[config.mk]
export PLATFORM = sky130hd
export DESIGN_NAME = mem_port_arbiter
export DESIGN_NICKNAME = d
export VERILOG_FILES = /design/src/rtl/mem_port_arbiter.sv
export SDC_FILE = /design/constraint.sdc
export NUM_CORES = 1
export LEC_CHECK = 0
export CAP_MARGIN = 20
export CORE_MARGIN = 1
export CORE_UTILIZATION = 33
export DETAILED_ROUTE_END_ITERATION = 8
export PLACE_DENSITY = 0.78
export REMOVE_ABC_BUFFERS = 1
export SLEW_MARGIN = 10
export SYNTH_ARGS = -nofsm -noshare
export SYNTH_HDL_FRONTEND = slang
export SYNTH_SLANG_ARGS = --single-unit
[constraint.sdc]
create_clock -name clk -period 2.46 [get_ports clk]
set_input_delay 0.615 -clock clk [delete_from_list [all_inputs] [get_ports clk]]
set_output_delay 0.615 -clock clk [all_outputs]
set_load 0.01 [all_outputs]
[src/rtl/mem_port_arbiter.sv]
// mem_port_arbiter: serialises the icache read port (I) and the dcache
// read/write port (D) onto one single-port memory with a registered
// request/acknowledge handshake. One transaction owns the memory at a time;
// its address and write data are latched at grant and held until it ends.
//
// Transaction shape (one IDLE cycle between transactions):
//   IDLE (req seen) -> ACCESS x1 (write) or x(MEM_LAT+1) (read) -> RESP (ack)
// The memory address is registered, so it first reaches the memory in the
// first ACCESS cycle. Read data is therefore valid MEM_LAT cycles after that.
//
// Optional build macro: MEM_ARB_DPRIO_EN
//   undefined (default) : round-robin on contention, port I wins the first one
//   defined             : fixed priority, port D always wins contention
module mem_port_arbiter #(
  parameter int AW      = 32,
  parameter int MEM_LAT = 1,
  parameter int DATA_W  = 32
) (
  input  logic              clk,
  input  logic              rst,
  // icache port (read only)
  input  logic              i_req,
  input  logic [AW-1:0]     i_addr,
  output logic              i_ack,
  output logic [DATA_W-1:0] i_rd_data,
  // dcache port (read/write)
  input  logic              d_req,
  input  logic              d_wr_en,
  input  logic [AW-1:0]     d_addr,
  input  logic [DATA_W-1:0] d_wr_data,
  output logic              d_ack,
  output logic [DATA_W-1:0] d_rd_data,
  // memory port
  output logic [AW-1:0]     mem_addr,
  output logic [DATA_W-1:0] mem_wr_data,
  output logic              mem_wr_en,
  input  logic [DATA_W-1:0] mem_rd_data,
  // status
  output logic              busy,
  output logic              owner
);

  typedef enum logic [1:0] {
    ST_IDLE   = 2'd0,
    ST_ACCESS = 2'd1,
    ST_RESP   = 2'd2
  } state_t;

  localparam logic PORT_I = 1'b0;
  localparam logic PORT_D = 1'b1;

  // Counter starts at MEM_LAT: one cycle for the registered address to reach
  // the memory plus MEM_LAT cycles of memory read latency.
  localparam logic [2:0] LAT_LOAD = 3'(MEM_LAT);

  state_t              state_q,   state_d;
  logic [2:0]          cnt_q,     cnt_d;
  logic                owner_q,   owner_d;
  logic                wr_q,      wr_d;
  logic [AW-1:0]       addr_q,    addr_d;
  logic [DATA_W-1:0]   wdata_q,   wdata_d;
  logic                wr_en_q,   wr_en_d;
  logic                i_ack_q,   i_ack_d;
  logic                d_ack_q,   d_ack_d;
  logic [DATA_W-1:0]   i_rd_q,    i_rd_d;
  logic [DATA_W-1:0]   d_rd_q,    d_rd_d;
  logic                busy_q,    busy_d;
`ifndef MEM_ARB_DPRIO_EN
  logic                last_q,    last_d;
`endif
  logic                grant_port;

`ifdef MEM_ARB_DPRIO_EN
  // Fixed priority: D wins whenever it is requesting.
  function automatic logic pick_port(input logic req_i, input logic req_d);
    if (req_d) return PORT_D;
    if (req_i) return PORT_I;
    return PORT_I;
  endfunction
`else
  // Round-robin: on contention the port that was not granted last wins.
  function automatic logic pick_port(input logic req_i, input logic req_d,
                                     input logic last);
    if (req_i && req_d) return ~last;
    if (req_d)          return PORT_D;
    return PORT_I;
  endfunction
`endif

  // Next-state and next-output computation for the IDLE/ACCESS/RESP sequencer.
  always_comb begin
    state_d = state_q;
    cnt_d   = cnt_q;
    owner_d = owner_q;
    wr_d    = wr_q;
    addr_d  = addr_q;
    wdata_d = wdata_q;
    wr_en_d = 1'b0;
    i_ack_d = 1'b0;
    d_ack_d = 1'b0;
    i_rd_d  = i_rd_q;
    d_rd_d  = d_rd_q;
    busy_d  = busy_q;
`ifdef MEM_ARB_DPRIO_EN
    grant_port = pick_port(i_req, d_req);
`else
    last_d     = last_q;
    grant_port = pick_port(i_req, d_req, last_q);
`endif

    unique case (state_q)
      ST_IDLE: begin
        if (i_req || d_req) begin
          // Latch the winner's request so requester inputs may move freely.
          owner_d = grant_port;
          addr_d  = (grant_port == PORT_D) ? d_addr : i_addr;
          if (grant_port == PORT_D) wdata_d = d_wr_data;
          // Port I can never write.
          wr_d    = (grant_port == PORT_D) && d_wr_en;
          wr_en_d = (grant_port == PORT_D) && d_wr_en;
          cnt_d   = LAT_LOAD;
          busy_d  = 1'b1;
          state_d = ST_ACCESS;
`ifndef MEM_ARB_DPRIO_EN
          last_d  = grant_port;
`endif
        end
      end

      ST_ACCESS: begin
        if (wr_q) begin
          // The strobe fired on entry to ACCESS; the write is complete.
          d_ack_d = 1'b1;
          state_d = ST_RESP;
        end else if (cnt_q == 3'd0) begin
          if (owner_q == PORT_D) begin
            d_rd_d  = mem_rd_data;
            d_ack_d = 1'b1;
          end else begin
            i_rd_d  = mem_rd_data;
            i_ack_d = 1'b1;
          end
          state_d = ST_RESP;
        end else begin
          cnt_d = cnt_q - 3'd1;
        end
      end

      ST_RESP: begin
        busy_d  = 1'b0;
        state_d = ST_IDLE;
      end

      default: begin
        busy_d  = 1'b0;
        state_d = ST_IDLE;
      end
    endcase
  end

  // Register every piece of state and every output; active-low sync reset.
  always_ff @(posedge clk) begin
    if (!rst) begin
      state_q <= ST_IDLE;
      cnt_q   <= 3'd0;
      owner_q <= PORT_I;
      wr_q    <= 1'b0;
      addr_q  <= '0;
      wdata_q <= '0;
      wr_en_q <= 1'b0;
      i_ack_q <= 1'b0;
      d_ack_q <= 1'b0;
      i_rd_q  <= '0;
      d_rd_q  <= '0;
      busy_q  <= 1'b0;
`ifndef MEM_ARB_DPRIO_EN
      last_q  <= PORT_D;
`endif
    end else begin
      state_q <= state_d;
      cnt_q   <= cnt_d;
      owner_q <= owner_d;
      wr_q    <= wr_d;
      addr_q  <= addr_d;
      wdata_q <= wdata_d;
      wr_en_q <= wr_en_d;
      i_ack_q <= i_ack_d;
      d_ack_q <= d_ack_d;
      i_rd_q  <= i_rd_d;
      d_rd_q  <= d_rd_d;
      busy_q  <= busy_d;
`ifndef MEM_ARB_DPRIO_EN
      last_q  <= last_d;
`endif
    end
  end

  assign mem_addr    = addr_q;
  assign mem_wr_data = wdata_q;
  assign mem_wr_en   = wr_en_q;
  assign i_ack       = i_ack_q;
  assign d_ack       = d_ack_q;
  assign i_rd_data   = i_rd_q;
  assign d_rd_data   = d_rd_q;
  assign busy        = busy_q;
  assign owner       = owner_q;

endmodule

Word-level counts from Yosys, hierarchy flattened:

Index checks and enable logic that the tools add are counted.

* word-level logic and storage cells: 63
* output and inout bits: 133
* register bits after elaboration: 140

* bitwise gates (word level): 6
* equal/unequal tests: 5
* mux-type cells: 22
* $add $sub $neg: 1
* reduce and logical (&&, ||, !) cells: 16

Operators with widths (number)
* 2-to-1 mux 32 bit: 1
* 2-to-1 mux 1 bit: 12
* AND reduction 4 bit: 3
* 2-to-1 mux 3 bit: 3
* AND reduction 2 bit: 4
* 2-to-1 mux 2 bit: 3
* != test 2 bit (second input constant): 3
* inverter 1 bit: 6
* one-hot mux 3 bit (2 select lines): 1
* AND reduction 3 bit: 2
* one-hot mux 2 bit (2 select lines): 1
* OR reduction 4 bit: 1
* zero test 3 bit: 1
* != test 3 bit (second input constant): 1
* subtractor 3 x 1 -> 3 bit (second input constant): 1
* == test 2 x 1 -> 1 bit (second input constant): 1
* logical AND 1 bit: 2
* zero test 2 bit: 1
* one-hot mux 1 bit (2 select lines): 1
* nonzero test 2 bit: 1
* logical OR 1 bit: 1

Depth between registers and ports, before layout:

Gate-level depths: netlist of the first run.

* word-level depth: 6
* depth in mapped cells: 7
* mapped depth without buffers: 6

Least setup slack after synthesis of the first run:

OpenSTA, ideal clock, no wires.

* kind: input-to-reg
* start: input d_req
* end: register addr_q[14] (netlist: mem_addr[14])
* path buffers: 2
* setup time: 0.091 ns
* data required time: 2.369 ns
* stages on the path: 5
* slack: 0.691 ns
* arrival: 1.678 ns
* path through: a21boi_0 clkbuf_1 clkbuf_1 nand2_1 a311oi_1

* cells in the longest elaborated chain, start to end: 5
* elaborated cells on any way between the ends: 10

RTL lines
* start, declared: line 27 `input logic d_req,`
* 2-to-1 mux 1 bit (2 in a row): line 85 `if (req_d) return PORT_D;`
* 2-to-1 mux 1 bit: line 86 `return PORT_I;`
* 2-to-1 mux 1 bit: line 85
* 2-to-1 mux 32 bit: line 116 `addr_d = (grant_port == PORT_D) ? d_addr : i_addr;`
* end signal, assigned: line 184 `addr_q <= addr_d;`
* end, declared: line 60 `logic [AW-1:0] addr_q, addr_d;`

Parallel ways exist; a longest one is shown, timed or not. The select of a mux whose other input is x is not followed.
A chain may end at the register's enable or synchronous reset.

Worst setup path after layout of the first run:

* start: register cnt_q[0]
* end: register cnt_q[2]

* cells in the longest elaborated chain, start to end: 4
* elaborated cells on any way between the ends: 7

RTL lines
* start, declared: line 57 `logic [2:0] cnt_q, cnt_d;`
* start signal, assigned: line 181 `cnt_q <= cnt_d;`
* subtractor 3 x 1 -> 3 bit: line 145 `cnt_d = cnt_q - 3'd1;`
* 2-to-1 mux 3 bit: line 135 `end else if (cnt_q == 3'd0) begin`
* 2-to-1 mux 3 bit: line 131 `if (wr_q) begin`
* one-hot mux 3 bit (2 select lines): line 111 `unique case (state_q)`

Parallel ways exist; a longest one is shown, timed or not. The select of a mux whose other input is x is not followed.

==> flow_summary.html, run 1 <==
<table>
<tr><th>Metric</th><th>Value</th></tr>
<tr><th colspan="2">Synthesis</th></tr>
<tr><td>Synth area leader</td><td>dfxtp_1</td></tr>
<tr><td>Netlist cell types</td><td>28</td></tr>
<tr><td>Synthesized instance count</td><td>625</td></tr>
<tr><td>Synth area leaders</td><td>dfxtp_1, mux2i_1, nand2_1</td></tr>
<tr><td>Synth warnings</td><td>0</td></tr>
<tr><td>Area of the mapped netlist</td><td>5470 sq um</td></tr>
<tr><td>Fraction of post-synthesis cell area in the top cell type by area</td><td>0.513</td></tr>
<tr><td>Sequential cell area fraction in the yosys report</td><td>0.513</td></tr>
<tr><td>Average size of a mapped cell</td><td>8.75 sq um</td></tr>
<tr><td>Flip-flop and latch count after synthesis</td><td>140</td></tr>
<tr><th colspan="2">GRT</th></tr>
<tr><td>Met2 Resource Use GR</td><td>0.308</td></tr>
<tr><td>Number of global-route vias before repair</td><td>4,828</td></tr>
<tr><td>Pin count of the biggest net entering global routing</td><td>104</td></tr>
<tr><td>Wire length of the first global-routing pass</td><td>24,600 um</td></tr>
<tr><td>GR Layer Usage met3</td><td>0.0822</td></tr>
<tr><td>Most crowded layer after global routing</td><td>met2</td></tr>
<tr><td>Overall global routing resource usage</td><td>0.187</td></tr>
<tr><td>GR Layer Usage met1</td><td>0.214</td></tr>
<tr><td>Sum of overflow across all layers after global routing</td><td>0</td></tr>
<tr><td>Number of antenna violations at the first check in global routing</td><td>0</td></tr>
<tr><th colspan="2">Die</th></tr>
<tr><td>Initial core utilization</td><td>0.341</td></tr>
<tr><td>FP Rows</td><td>46</td></tr>
<tr><td>Height of the chip</td><td>131 um</td></tr>
<tr><td>Die Footprint</td><td>17,100 sq um</td></tr>
<tr><td># IOs</td><td>266</td></tr>
<tr><td>Horizontal die dimension</td><td>131 um</td></tr>
<tr><td>Core area</td><td>16,100 sq um</td></tr>
<tr><th colspan="2">Hold path</th></tr>
<tr><td>Count of cells along the worst hold path</td><td>2</td></tr>
<tr><td>Hold Path Origin</td><td>d_rd_data[11]</td></tr>
<tr><td>Worst min-delay path class</td><td>flop to flop</td></tr>
<tr><td>Worst Hold Endpoint</td><td>d_rd_data[11]</td></tr>
<tr><th colspan="2">Clock network</th></tr>
<tr><td>CTS tree</td><td>built</td></tr>
<tr><td>Clock buffer depth</td><td>2</td></tr>
<tr><td>Master cell of the clock root buffer</td><td>clkbuf_16</td></tr>
<tr><td>Setup Fix Bufs, Post-CTS</td><td>0</td></tr>
<tr><td>Number of buffers created by CTS</td><td>17</td></tr>
<tr><td>CTS H-tree lvls</td><td>4</td></tr>
<tr><td>Resized Gates After CTS</td><td>0</td></tr>
<tr><td>Clk pin slew, worst setup/hold paths</td><td>0.06 ns</td></tr>
<tr><td>Clock Sink Count</td><td>140</td></tr>
<tr><td>Cts-stage hold buffer count</td><td>0</td></tr>
<tr><td>Skew-Pair Late Insertion Delay</td><td>0.41 ns</td></tr>
<tr><th colspan="2">Route</th></tr>
<tr><td>First-pass iteration count of the detailed router</td><td>5</td></tr>
<tr><td>First DRT Iteration DRCs</td><td>253</td></tr>
<tr><td>Detail Route Antenna Nets</td><td>0</td></tr>
<tr><td>DRC violations left</td><td>0</td></tr>
<tr><td>Wirelength per Cell</td><td>15.1 um</td></tr>
<tr><td>DRT Wirelength</td><td>16,500 um</td></tr>
<tr><td>Vias after detailed routing</td><td>5,374</td></tr>
<tr><td>Via density</td><td>4.93</td></tr>
<tr><th colspan="2">STA</th></tr>
<tr><td>Max Slew Vio Count</td><td>0</td></tr>
<tr><td>Final worst setup slack</td><td>0.272 ns</td></tr>
<tr><td>Clock Skew</td><td>0.00743 ns</td></tr>
<tr><td>Transition time of the tightest slew-check pin</td><td>0.804 ns</td></tr>
<tr><td>Final setup violation count</td><td>0</td></tr>
<tr><td>Final number of hold-violating endpoints</td><td>0</td></tr>
<tr><td>Highest achievable clock rate</td><td>457 MHz</td></tr>
<tr><td>Worst slew margin</td><td>0.456</td></tr>
<tr><td>Final Critical Period</td><td>2.19 ns</td></tr>
<tr><td>Unrepaired setup endpoints after global routing</td><td>no</td></tr>
<tr><td>Post-route fraction of the period consumed by the critical path</td><td>0.889</td></tr>
<tr><th colspan="2">Layout</th></tr>
<tr><td>Post-route insts no fill</td><td>1,089</td></tr>
<tr><td>Leading cell type in the layout, fill and taps excluded</td><td>clkdlybuf4s50_1</td></tr>
<tr><td>Share of layout cells above drive strength 1</td><td>0.0584</td></tr>
<tr><td>Commonest cells after routing, fill and taps aside</td><td>clkdlybuf4s50_1, nand2_1, dfxtp_1, a21oi_1, mux2i_1</td></tr>
<tr><td>Layout overhead on the synthesized area</td><td>63.0%</td></tr>
<tr><td>Antenna diodes</td><td>0</td></tr>
<tr><td># fillers</td><td>1,405</td></tr>
<tr><td>Final instance area</td><td>8910 sq um</td></tr>
<tr><td>Number of nets in the layout</td><td>996</td></tr>
<tr><th colspan="2">Setup path</th></tr>
<tr><td>Reg2Reg Depth</td><td>6</td></tr>
<tr><td>Peak fanout along the critical path</td><td>6</td></tr>
<tr><td>Worst reg2reg setup slack</td><td>0.27 ns</td></tr>
<tr><td>Startpoint type of the worst setup path</td><td>flop</td></tr>
<tr><td>CP Class</td><td>flop to flop</td></tr>
<tr><td>CP required</td><td>2.76 ns</td></tr>
<tr><td>Type of element capturing the critical path</td><td>flop</td></tr>
<tr><td>Capture point of the worst reg-to-reg path</td><td>cnt_q[2]</td></tr>
<tr><td>Launch point of the worst reg-to-reg path</td><td>cnt_q[0]</td></tr>
<tr><td>Data arrival, critical path</td><td>2.49 ns</td></tr>
<tr><th colspan="2">Pwr</th></tr>
<tr><td>Cell Int Power</td><td>4.78 mW</td></tr>
<tr><td>Sw power</td><td>1.73 mW</td></tr>
<tr><td>Clock network fraction of design power</td><td>0.403</td></tr>
<tr><td>Switching share of total power</td><td>0.266</td></tr>
<tr><td>Fraction of power consumed by sequential logic</td><td>0.393</td></tr>
<tr><td>Ratio of total power to cell area</td><td>730 nW/um^2</td></tr>
<tr><td>Leakage</td><td>3.37 nW</td></tr>
<tr><td>Combinational Power Share</td><td>0.205</td></tr>
<tr><td>Peak ir drop on the vdd network</td><td>0.448 mV</td></tr>
<tr><th colspan="2">Place</th></tr>
<tr><td>Total placed instance area</td><td>8310 sq um</td></tr>
<tr><td>Minimum setup slack after placement</td><td>0.205 ns</td></tr>
<tr><td>RePlAce Congestion</td><td>0.767</td></tr>
<tr><td>Detailed placer's ending HPWL</td><td>11,100 um</td></tr>
<tr><td>Placed instance count</td><td>1,058</td></tr>
<tr><td>I/O Buffers</td><td>265</td></tr>
<tr><th colspan="2">Run status</th></tr>
<tr><td>Status</td><td>finished clean</td></tr>
<tr><th colspan="2">Run</th></tr>
<tr><td>Maxcap violations</td><td>0</td></tr>
</table>
## worst max-delay path: stages, from the launching register on
cell and delay, ns:
dfxtp_1 0.31, inv_1 0.06, ha_1 0.20, ha_1 0.24
nor4b_1 0.69, a21oi_1 0.26, a32o_1 0.33
## per-layer routing
metal,up-vias,share of wire
li1,2635,-
met1,2489,0.41
met2,234,0.47
met3,16,0.11
met4,0,0.014
met5,-,0
## logic make-up (layout without fill, tap and decap cells)
group / after synthesis / in the layout / share of synthesized area
AO/OA/AOI/OAI: 140 / 140 / 0.154
multiplexers: 64 / 64 / 0.117
adder cells (fa/ha/maj): 2 / 2 / 0.00458
AND/OR/NAND/NOR: 217 / 217 / 0.162
buffers and inverters: 62 / 310 / 0.0497
flip-flops: 140 / 140 / 0.513
## registers in the layout, summed over array words and instances (netlist names), 2 cells and up
signal / flops
cnt_q: 3
d_rd_data: 32
mem_addr: 32
i_rd_data: 32
mem_wr_data: 32
state_q: 2
## how the worst max path moves through the flow
stage / end / slack [ns] / start
global placement: cnt_q[2] / 0.24 / cnt_q[0]
global route: cnt_q[2] / 0.09 / cnt_q[0]
detailed placement: mem_addr[25] / 0.21 / i_req
floorplan: wr_q / -2.45 / d_req
finish: cnt_q[2] / 0.27 / cnt_q[0]
CTS: cnt_q[2] / 0.26 / cnt_q[0]
## power by group through the flow
stage / Clock [mW] / Combinational [mW] / Sequential (mW)
finish: 2.62 / 1.33 / 2.56
global route: 2.79 / 1.44 / 2.58
CTS: 2.68 / 1.35 / 2.56
detailed placement: 0 / 1.34 / 2.60
global placement: 0 / 1.33 / 2.60
floorplan: 0 / 0.486 / 2.67
## Yosys cell counts
master	number
nor4b_1	1
a21oi_1	67
nor3_1	1
o21a_1	1
or2_2	2
or3b_1	2
nor2_1	12
nand3b_1	1
a311oi_1	32
dfxtp_1	140
a21bo_2	1
buf_2	7
nor2b_1	1
inv_2	1
mux2i_1	64
o21ai_0	29
nand3_1	33
a32o_1	2
ha_1	2
inv_1	3
buf_6	4
a21boi_0	1
o21ai_1	5
o22ai_1	1
nand2_1	164
clkbuf_1	42
a211oi_1	1
buf_1	5
## through the flow
stage               power (mW)  utilization  hold slack, ns  TNS, ns
floorplan                 3.16            -           0.469  -167.50
global placement          3.93        0.517           0.443        0
detailed placement        3.94        0.517           0.448        0
CTS                       6.59        0.555           0.458        0
global route              6.81        0.555           0.468        0
finish                    6.51        0.555           0.453        0
## layout make-up
cell class,instances,area (sq um),area share
Clock buffer,18,439,0.0493
Clock inverter,13,166,0.0187
Inverter,4,15.0,0.00168
Multi-Input combinational cell,423,2420,0.272
Sequential cell,140,2800,0.314
Tap cell,216,270,0.0303
Timing Repair Buffer,275,2800,0.314
(Power assumes the default switching activity.)
==> run 2, diff against run 1 <==
Settings changed: ABC_CLOCK_PERIOD_IN_PS set to 2460, RECOVER_POWER set to 100.
==> run 2 against run 1 <==
Global-route usage unchanged. Critical path depth fell by 2. Register-to-register slack got worse by 0.03 ns. Clock-buffer cell count stayed put. Sequential share of layout area rose by 0.16 points. Hold slack got worse by 0.0029 ns. Sequential cell count unchanged. Fmax is 1.4% lower. Routed wire length is essentially flat. Die area unchanged. Worst setup slack got worse by 0.030 ns. Highest routed layer unchanged.
==> flow_summary.html, run 2 (synthesis gave the netlist of run 1 again) <==
<table>
<tr><th>Metric</th><th>Value</th></tr>
<tr><th colspan="2">Run status</th></tr>
<tr><td>Status</td><td>finished clean</td></tr>
<tr><th colspan="2">Route</th></tr>
<tr><td>Wirelength per Cell</td><td>15.1 um (about the same)</td></tr>
<tr><td>Detail Route Antenna Nets</td><td>0 (unchanged)</td></tr>
<tr><td>First DRT Iteration DRCs</td><td>237 (-6.3%)</td></tr>
<tr><td>Via density</td><td>4.91 (-0.56%)</td></tr>
<tr><td>DRC violations left</td><td>0 (unchanged)</td></tr>
<tr><td>DRT Wirelength</td><td>16,400 um (about the same)</td></tr>
<tr><td>Vias after detailed routing</td><td>5,344 (-0.56%)</td></tr>
<tr><td>First-pass iteration count of the detailed router</td><td>5 (unchanged)</td></tr>
<tr><th colspan="2">Clock network</th></tr>
<tr><td>Cts-stage hold buffer count</td><td>0 (unchanged)</td></tr>
<tr><td>CTS tree</td><td>built</td></tr>
<tr><td>Number of buffers created by CTS</td><td>17 (unchanged)</td></tr>
<tr><td>Clk pin slew, worst setup/hold paths</td><td>0.06 ns (about the same)</td></tr>
<tr><td>Skew-Pair Late Insertion Delay</td><td>0.41 ns (about the same)</td></tr>
<tr><td>Resized Gates After CTS</td><td>0 (unchanged)</td></tr>
<tr><td>CTS H-tree lvls</td><td>4 (unchanged)</td></tr>
<tr><td>Clock Sink Count</td><td>140 (unchanged)</td></tr>
<tr><td>Master cell of the clock root buffer</td><td>clkbuf_16</td></tr>
<tr><td>Setup Fix Bufs, Post-CTS</td><td>0 (unchanged)</td></tr>
<tr><td>Clock buffer depth</td><td>2 (unchanged)</td></tr>
<tr><th colspan="2">Die</th></tr>
<tr><td>Height of the chip</td><td>131 um (unchanged)</td></tr>
<tr><td>Horizontal die dimension</td><td>131 um (unchanged)</td></tr>
<tr><td>Die Footprint</td><td>17,100 sq um (unchanged)</td></tr>
<tr><td># IOs</td><td>266 (unchanged)</td></tr>
<tr><td>FP Rows</td><td>46 (unchanged)</td></tr>
<tr><td>Initial core utilization</td><td>0.341 (unchanged)</td></tr>
<tr><td>Core area</td><td>16,100 sq um (unchanged)</td></tr>
<tr><th colspan="2">Layout</th></tr>
<tr><td>Number of nets in the layout</td><td>996 (unchanged)</td></tr>
<tr><td>Final instance area</td><td>8870 sq um (-0.52%)</td></tr>
<tr><td>Post-route insts no fill</td><td>1,089 (unchanged)</td></tr>
<tr><td># fillers</td><td>1,414 (+0.64%)</td></tr>
<tr><td>Antenna diodes</td><td>0 (unchanged)</td></tr>
<tr><td>Layout overhead on the synthesized area</td><td>62.2%</td></tr>
<tr><td>Register Area</td><td>2800 sq um (unchanged)</td></tr>
<tr><td>Commonest cells after routing, fill and taps aside</td><td>nand2_1, dfxtp_1, dlygate4sd3_1, clkdlybuf4s50_1, a21oi_1</td></tr>
<tr><td>Leading cell type in the layout, fill and taps excluded</td><td>nand2_1</td></tr>
<tr><td>Multi-input combinational cell area</td><td>2420 sq um (unchanged)</td></tr>
<tr><td>Share of layout cells above drive strength 1</td><td>0.0573 (-0.00115)</td></tr>
<tr><th colspan="2">Place</th></tr>
<tr><td>Placed instance count</td><td>1,058 (unchanged)</td></tr>
<tr><td>RePlAce Congestion</td><td>0.767 (unchanged)</td></tr>
<tr><td>Detailed placer's ending HPWL</td><td>11,100 um (unchanged)</td></tr>
<tr><td>Total placed instance area</td><td>8310 sq um (unchanged)</td></tr>
<tr><td>I/O Buffers</td><td>265 (unchanged)</td></tr>
<tr><th colspan="2">STA</th></tr>
<tr><td>Max Slew Vio Count</td><td>0 (unchanged)</td></tr>
<tr><td>Transition time of the tightest slew-check pin</td><td>1.07 ns (+0.268 ns)</td></tr>
<tr><td>Worst slew margin</td><td>0.285 (-0.171)</td></tr>
<tr><td>Clock Skew</td><td>0.00729 ns (-0.000138 ns)</td></tr>
<tr><td>Final Critical Period</td><td>2.22 ns (+0.0300 ns)</td></tr>
<tr><td>Highest achievable clock rate</td><td>451 MHz (-1.4%)</td></tr>
<tr><td>Final number of hold-violating endpoints</td><td>0 (unchanged)</td></tr>
<tr><td>Total negative slack</td><td>0 ns (unchanged)</td></tr>
<tr><td>Final setup violation count</td><td>0 (unchanged)</td></tr>
<tr><td>Unrepaired setup endpoints after global routing</td><td>no</td></tr>
<tr><td>Post-route fraction of the period consumed by the critical path</td><td>0.902 (+0.0122)</td></tr>
<tr><th colspan="2">GRT</th></tr>
<tr><td>Number of antenna violations at the first check in global routing</td><td>0 (unchanged)</td></tr>
<tr><td>Sum of overflow across all layers after global routing</td><td>0 (unchanged)</td></tr>
<tr><td>Overall global routing resource usage</td><td>0.187 (unchanged)</td></tr>
<tr><td>Wire length of the first global-routing pass</td><td>24,600 um (unchanged)</td></tr>
<tr><td>Pin count of the biggest net entering global routing</td><td>104 (unchanged)</td></tr>
<tr><td>Number of global-route vias before repair</td><td>4,828 (unchanged)</td></tr>
<tr><th colspan="2">Pwr</th></tr>
<tr><td>Total power of the final layout</td><td>6.42 mW (-1.3%)</td></tr>
<tr><td>Peak ir drop on the vdd network</td><td>0.445 mV (-0.70%)</td></tr>
<tr><td>Ratio of total power to cell area</td><td>724 nW/um^2 (-0.81%)</td></tr>
<tr><td>Leakage</td><td>3.74 nW (+11%)</td></tr>
<tr><th colspan="2">Setup path</th></tr>
<tr><td>CP Class</td><td>flop to flop</td></tr>
<tr><td>Data arrival, critical path</td><td>2.46 ns (-0.03 ns)</td></tr>
<tr><td>Startpoint type of the worst setup path</td><td>flop</td></tr>
<tr><td>CP required</td><td>2.71 ns (-0.05 ns)</td></tr>
<tr><td>Peak fanout along the critical path</td><td>33 (+27)</td></tr>
<tr><td>Type of element capturing the critical path</td><td>flop</td></tr>
<tr><th colspan="2">Run</th></tr>
<tr><td>Maxcap violations</td><td>0 (unchanged)</td></tr>
<tr><th colspan="2">Hold path</th></tr>
<tr><td>Worst min-delay path class</td><td>flop to flop</td></tr>
</table>
[run 2: cell count changes in the layout (fill, tap and decap cells not counted), sizes merged]
cell / before / now
buf: 11 / 8
clkbuf: 18 / 21
clkdlybuf4s50: 264 / 130
dlygate4sd3: 0 / 134
[run 2: report_power, final]
part           internal [mW]  switching, mW  total (mW)
clock                   1.62          0.993        2.62
combinational          0.629          0.629        1.26
sequential              2.45         0.0946        2.55
[run 2: final cells by class]
cell class / instances / area share
flip-flops and latches: 140 / 0.316
repair buffers: 275 / 0.310
multi-input cells: 423 / 0.273
clock buffers: 18 / 0.0495
well taps: 216 / 0.0305
clock inverters: 13 / 0.0188
inverters: 4 / 0.00169
[run 2: metal layers]
metal / track usage / wire length (um) / vias up
met1: 0.214 / 6850 / 2450
met2: 0.308 / 7610 / 233
met5: 0 / 0 / -
li1: - / - / 2644
met4: 0.0649 / 234 / 0
met3: 0.0822 / 1740 / 17
[run 2: critical path: stages (launching register included)]
cell,delay (ns)
dfxtp_1,0.41
or3b_1,0.44
or3b_2,0.48
buf_2,0.45
mux2i_1,0.23
[run 2: worst paths after layout]
kind,slack (ns),start,to,depth (start not counted)
max,0.24,state_q[0],i_rd_data[13],4
min,0.45,d_rd_data[11],d_rd_data[11],2
max reg2reg,0.24,state_q[0],i_rd_data[13],4
min reg2reg,0.45,d_rd_data[11],d_rd_data[11],2
[run 2: per-stage QoR]
stage	hold slack, ns	utilization	setup WS [ns]
3_3_place_gp	0.443	0.517	0.239
2_1_floorplan	0.469	-	-2.45
4_1_cts	0.458	0.555	0.264
5_1_grt	0.465	0.552	0.0861
3_5_place_dp	0.448	0.517	0.205
6_report	0.450	0.552	0.242
